`config.mk`:
```
export PLATFORM = sky130hd
export DESIGN_NAME = fsqrt_sequencer
export DESIGN_NICKNAME = d
export VERILOG_FILES = /design/src/rtl/fsqrt_sequencer.sv
export SDC_FILE = /design/constraint.sdc
export NUM_CORES = 1
export LEC_CHECK = 0
export CAP_MARGIN = 20
export CELL_PAD_IN_SITES_DETAIL_PLACEMENT = 0
export CELL_PAD_IN_SITES_GLOBAL_PLACEMENT = 2
export CORE_UTILIZATION = 28
export CTS_CLUSTER_SIZE = 14
export DETAILED_ROUTE_END_ITERATION = 7
export PLACE_DENSITY = 0.82
export SLEW_MARGIN = 20
export SYNTH_ARGS = -nofsm -noshare
export SYNTH_HDL_FRONTEND = slang
export SYNTH_SLANG_ARGS = --single-unit
```
`constraint.sdc`:
```
create_clock -name clk -period 2.85 [get_ports clk]
set_input_delay 0.57 -clock clk [delete_from_list [all_inputs] [get_ports clk]]
set_output_delay 0.57 -clock clk [all_outputs]
set_load 0.01 [all_outputs]
```
`src/rtl/fsqrt_sequencer.sv`:
```
// fsqrt_sequencer: control FSM for an iterative square-root datapath.
// Walks LOAD -> ITER (ITER_STEPS cycles) -> NORM -> ROUND -> DONE and raises one
// datapath strobe per phase. A negative operand short-cuts to a single-cycle ERR
// pulse. All outputs are Moore-decoded from the registered state and step counter.
//
// Optional feature: define FSQRT_SEQ_EARLY_EXIT_EN to let rem_zero end the
// iteration phase early (ITER -> NORM with step frozen). Without the macro,
// rem_zero is ignored and ITER always runs exactly ITER_STEPS cycles.
module fsqrt_sequencer #(
    parameter int unsigned ITER_STEPS = 24,
    parameter int unsigned CNT_W      = 5
) (
    input  logic             clk,
    input  logic             rst_n,
    input  logic             start,
    input  logic             negative,
    input  logic             abort,
    input  logic             rem_zero,
    output logic             busy,
    output logic             load_en,
    output logic             iter_en,
    output logic             norm_en,
    output logic             round_en,
    output logic [CNT_W-1:0] step,
    output logic             done,
    output logic             error
);

    // State encodings; 3'b111 is unused and falls back to IDLE.
    localparam logic [2:0] ST_IDLE  = 3'd0;
    localparam logic [2:0] ST_LOAD  = 3'd1;
    localparam logic [2:0] ST_ITER  = 3'd2;
    localparam logic [2:0] ST_NORM  = 3'd3;
    localparam logic [2:0] ST_ROUND = 3'd4;
    localparam logic [2:0] ST_DONE  = 3'd5;
    localparam logic [2:0] ST_ERR   = 3'd6;

    // Index of the final iteration cycle.
    localparam logic [CNT_W-1:0] LAST_STEP = CNT_W'(ITER_STEPS - 1);

    logic [2:0]       state_q, state_d;
    logic [CNT_W-1:0] step_q, step_d;
    logic             early_exit;

`ifdef FSQRT_SEQ_EARLY_EXIT_EN
    assign early_exit = rem_zero;
`else
    // Hint input is deliberately ignored in this build.
    logic unused_rem_zero;
    assign unused_rem_zero = rem_zero;
    assign early_exit      = 1'b0;
`endif

    // Next-state and step-counter logic.
    always_comb begin
        state_d = state_q;
        step_d  = step_q;
        if (abort && (state_q != ST_IDLE)) begin
            // Cancel drops straight to IDLE; no done/error pulse is produced.
            state_d = ST_IDLE;
        end else begin
            case (state_q)
                ST_IDLE: begin
                    // abort only matters here by blocking a simultaneous start.
                    if (start && !abort) begin
                        state_d = negative ? ST_ERR : ST_LOAD;
                    end
                end
                ST_LOAD: begin
                    step_d  = '0;
                    state_d = ST_ITER;
                end
                ST_ITER: begin
                    if (early_exit || (step_q == LAST_STEP)) begin
                        // Step keeps its final value through NORM/ROUND/DONE.
                        state_d = ST_NORM;
                    end else begin
                        step_d = step_q + 1'b1;
                    end
                end
                ST_NORM:  state_d = ST_ROUND;
                ST_ROUND: state_d = ST_DONE;
                ST_DONE:  state_d = ST_IDLE;
                ST_ERR:   state_d = ST_IDLE;
                default:  state_d = ST_IDLE;
            endcase
        end
    end

    // State and step registers with asynchronous active-low reset.
    always_ff @(posedge clk or negedge rst_n) begin
        if (!rst_n) begin
            state_q <= ST_IDLE;
            step_q  <= '0;
        end else begin
            state_q <= state_d;
            step_q  <= step_d;
        end
    end

    // Moore output decode: every strobe is a pure function of the state register.
    always_comb begin
        busy     = (state_q != ST_IDLE);
        load_en  = 1'b0;
        iter_en  = 1'b0;
        norm_en  = 1'b0;
        round_en = 1'b0;
        done     = 1'b0;
        error    = 1'b0;
        case (state_q)
            ST_LOAD:  load_en  = 1'b1;
            ST_ITER:  iter_en  = 1'b1;
            ST_NORM:  norm_en  = 1'b1;
            ST_ROUND: round_en = 1'b1;
            ST_DONE:  done     = 1'b1;
            ST_ERR:   error    = 1'b1;
            default:  ;
        endcase
    end

    assign step = step_q;

    // Phase strobes are mutually exclusive by construction of the decode.
    a_strobes_onehot0 : assert property (@(posedge clk) disable iff (!rst_n)
        $onehot0({load_en, iter_en, norm_en, round_en, done, error}));

endmodule

```
Word-level counts from Yosys, hierarchy flattened
Cells that the tools add are included.
{ "word_totals": {"reg_bits": 8, "latchBits": 0, "ram_bits": 0, "mem_bits_ro": 0, "input_bits": 6, "out_inout_bits": 12, "elab_cells": 35, "n_memories": 0} }
{ "op_classes": {"add_sub_neg": 1, "multipliers": 0, "div_mod_pow": 0, "order_cmp": 0, "n_eq_ne": 10, "n_shift": 0, "mux": 13, "bitwise": 1, "reduce_logical": 8} }
{ "ops": {"columns": ["operator", "n"], "rows": [
  ["case mux 3 bit (5 select lines)", 1],
  ["two-way mux 3 bit", 4],
  ["case mux 5 bit (2 select lines)", 1],
  ["equality test 3 bit (second input constant)", 3],
  ["equality test 3 x 2 -> 1 bit (second input constant)", 2],
  ["two-way mux 1 bit", 6],
  ["inequality test 3 bit (second input constant)", 2],
  ["adder 5 x 1 -> 5 bit (second input constant)", 1],
  ["equality test 5 bit (second input constant)", 1],
  ["two-way mux 5 bit", 1],
  ["equality test 3 x 1 -> 1 bit (second input constant)", 1],
  ["logical NOT 3 bit", 1],
  ["AND reduction 3 bit", 1],
  ["nonzero test 3 bit", 1],
  ["logical AND 1 bit", 2],
  ["inequality test 2 bit (second input constant)", 1],
  ["AND reduction 2 bit", 1],
  ["nonzero test 2 bit", 1],
  ["logical NOT 1 bit", 1],
  ["inverter 1 bit", 1]
]} }

Depth between registers and ports, before layout
{ "depth": {"word_depth": 5, "ltp_mapped": 4, "depth_no_buf": 4} }

Worst setup path before layout
Ideal clock, no wire load.
{ "synth_path": {"path_type": "register -> output", "from": "reg state_q[2]", "to": "out busy", "arrival_time_ns": 1.026, "t_required_ns": 2.280, "slack_ns": 1.254, "path_stages_with_launch": 3, "n_path_buf": 1, "path_cell_list": "dfrtp_1 -> clkbuf_1 -> or3_1"} }
{ "synth_between": {"elab_chain_len": 1} }
{ "synth_rtl": {"columns": ["element", "line", "source"], "rows": [
  ["start, declared", "41", "logic [2:0] state_q, state_d;"],
  ["start signal, assigned", "96", "state_q <= state_d;"],
  ["nonzero test 3 bit", "103", "busy = (state_q != ST_IDLE);"],
  ["end, declared", "19", "output logic busy,"]
]} }
No other way between the ends.

Worst setup path in the final report
{ "layout_path": {"from": "reg state_q[1]", "to": "out iter_en"} }
{ "layout_between": {"elab_chain_len": 2} }
{ "layout_rtl": {"columns": ["element", "line", "source"], "rows": [
  ["equality test 3 x 2 -> 1 bit", "110", "case (state_q)"],
  ["two-way mux 1 bit", "110", null],
  ["end, declared", "21", "output logic iter_en,"]
]} }
No other way between the ends.

==> flow_summary.ini <==
[placement]
gp_routability_congestion = 0.701
detailed_place_hpwl_um = 814
placement.cell_area_um2 = 746
io_buffers = 16

[yosys]
yosys.area_share.xor_xnor = 0
synth.distinct_cells = 31
synthDominantCellAreaShare = 0.359
ys_top_cells_by_count = 8 x dfrtp_1, 6 x a21oi_1, 4 x o21ai_0
postSynthNetCount = 65
synth-simple-area-share = 0.289
syn_inst = 58
largest_family_of_logic_cells_by_synthesized_area = simple AND/OR/NAND/NOR gates
synth_compound_gate_area_share = 0.271
post_synth.cell_area_avg_um2 = 9.62
synth.most_common_cell = dfrtp_1
synth_flop_cell = dfrtp_1
yosysWarnings = 0
netlist_area_um2 = 558
library_cell_with_the_largest_summed_area_after_synthesis = dfrtp_1
synth.top_cells.by_area = dfrtp_1 36%, a21oi_1 5.4%, nand4b_4 4.3%
synth_async_reset_ratio = 1.00
yosys-mux-area-fraction = 0.0179
postSynthRegisterBits = 8
edff_count_synth = 0
fraction_of_the_mapped_netlist_area_in_adder_cells = 0.0224
yosysSeqAreaShare = 0.359

[sta]
timing_max_transition_violations_final = 0
finalWorstPathRequiredPeriod_ns = 2.47
report.final.hold_viol_count = 0
finalClockSkew_ns = 0.00288
unrepaired_setup_endpoints_after_global_routing = false
fmax_ghz = 0.405
finalSetupViolations = 0
slew-limit-headroom = 0.557
worst_hold_slack_ns = 0.543
timing.final.crit_share = 0.867
worst-slew-pin-transition_ns = 0.655
final.setup.tns_ns = 0

[clock_tree]
ctsHtreeMaxLevel = 1
cts.sinks = 8
clock_latency_ns = 0.25
tritoncts = done
postCtsHoldBufs = 0
clk_transition_reported_paths_ns = 0.06
post_cts_resized = 0
cts.repair_timing.setup_buffer_count = 0
clock_tree.root_cell = clkbuf_4
tritoncts.num_buffers = 3
clock_tree.buffer_depth = 2

[drt]
drt_iter0_drc = 4
drt_drc_violations_left = 0
first_pass_iters = 2
post_drt_via_cell_ratio = 4.82
wire_per_inst_um = 12.1
wirelength_um = 1210
vias = 482
ant_nets = 0

[floorplan]
start_util = 0.310
floorplan.die_area_mm2 = 0.00218
chipHeight_um = 46.6
design.core.area_mm2 = 0.00180
ioPinCount = 18
floorplan.rows = 15
floorplan.die.width_um = 46.6

[layout]
num_antenna_cells = 0
syn_to_final_growth_pct = 37.7
finish.net_count = 84
final_layout_size_suffix_gt1_frac = 0.147
final.fill_count = 190
fin_util = 0.426
post-route-cell-area_um2 = 768

[hold_path]
timing.hold.worst.class = reg2reg

[pwr]
swShare = 0.351
p_clk_frac = 0.183
static-leakage-power_nw = 0.336
seqPwrFrac = 0.397
vdd_drop_max_mv = 0.245
design_power_total_uw = 477
power_report.internal_total_uw = 310
portion_of_total_power_attributed_to_combinational_logic = 0.420
p_per_area_mw_per_mm2 = 621
netSwitchingPower_uw = 167

[setup_path]
timing.critical_path.arrival_ns = 1.90
setup.worst_path.class = reg2out
timing.critical_path.to_type = output port
timing.critical_path.fanout_max = 15
cp_data_required_time_ns = 2.28
worstSetupStartpointType = flop

[grt]
grt_first_pass_wirelength_um = 1910
track_usage = 0.133
grt_start_max_net_pins = 16
grt_overflow = 0
number_of_antenna_violations_at_the_first_check_in_global_routing = 0
grt_pass1_vias = 427

[status]
run_status = finished, final reports clean

[flow_run]
cap_viol_max_count = 0
==> per-stage QoR <==
step           setup WS, ns  cells
5_1_grt               0.259    100
3_3_place_gp          0.621     97
3_5_place_dp          0.618     97
4_1_cts               0.364    100
2_1_floorplan          1.25     58
6_report              0.380    100
==> final timing paths <==
| check | cells past startpoint | start | slack (ns) | to |
|---|---|---|---|---|
| setup / recovery | 3 | state_q[1] | 0.38 | iter_en |
| hold / removal | 1 | step[1] | 0.54 | step[1] |
| setup reg to reg | 3 | state_q[1] | 1.20 | step[1] |
| hold reg to reg | 1 | step[1] | 0.54 | step[1] |
| max in group asynchronous | 1 | rst_n | 1.98 | step[4] |
| min in group asynchronous | 1 | rst_n | 0.60 | step[1] |
==> cells by family after synthesis <==
| logic type | after synthesis |
|---|---|
| AOI/OAI and AO/OA | 21 |
| adders and majority gates | 1 |
| buffers and inverters | 6 |
| DFF | 8 |
| muxes | 1 |
| and+or+nand+nor | 21 |
==> power by group through the flow <==
stage               Sequential [mW]  Clock [mW]  Combinational, mW
global placement              0.191           0              0.200
CTS                           0.190      0.0907              0.202
detailed placement            0.192           0              0.201
finish                        0.190      0.0874              0.200
floorplan                     0.189           0              0.106
global route                  0.198      0.0991              0.218
==> flip-flops by register name, indices dropped and copies added, names as in the netlist <==
signal and cells:
state_q 3, step 5
==> metal layers <==
metal / wire (µm) / up-vias / track usage
met5: 0 / - / 0
met4: 19 / 0 / 0.120
met3: 36 / 2 / 0.0353
met2: 517 / 10 / 0.161
met1: 638 / 217 / 0.186
li1: - / 253 / -
==> area by class of cell <==
cell class,count,area [µm²],area share
Inverter,3,11.3,0.0147
Tap cell,25,31.3,0.0407
Clock buffer,3,22.5,0.0293
Multi-Input combinational cell,44,335,0.436
Timing Repair Buffer,17,168,0.218
Sequential cell,8,200,0.261
==> placed cells by master, fill, tap and decap left out, types with 2 or more instances in the layout <==
cell / instances
clkdlybuf4s50_1: 16
dfrtp_1: 8
a21oi_1: 6
o21ai_0: 4
inv_1: 3
nor3b_1: 3
nor2_1: 3
nand2_1: 3
clkbuf_4: 3
nand2b_1: 2
o21a_1: 2
==> critical path, cell delays in order, from the launching register on <==
cell	delay, ns
dfrtp_1	0.58
or3b_1	0.47
inv_1	0.08
clkdlybuf4s50_1	0.52
Power figures use the tool's default switching activity.
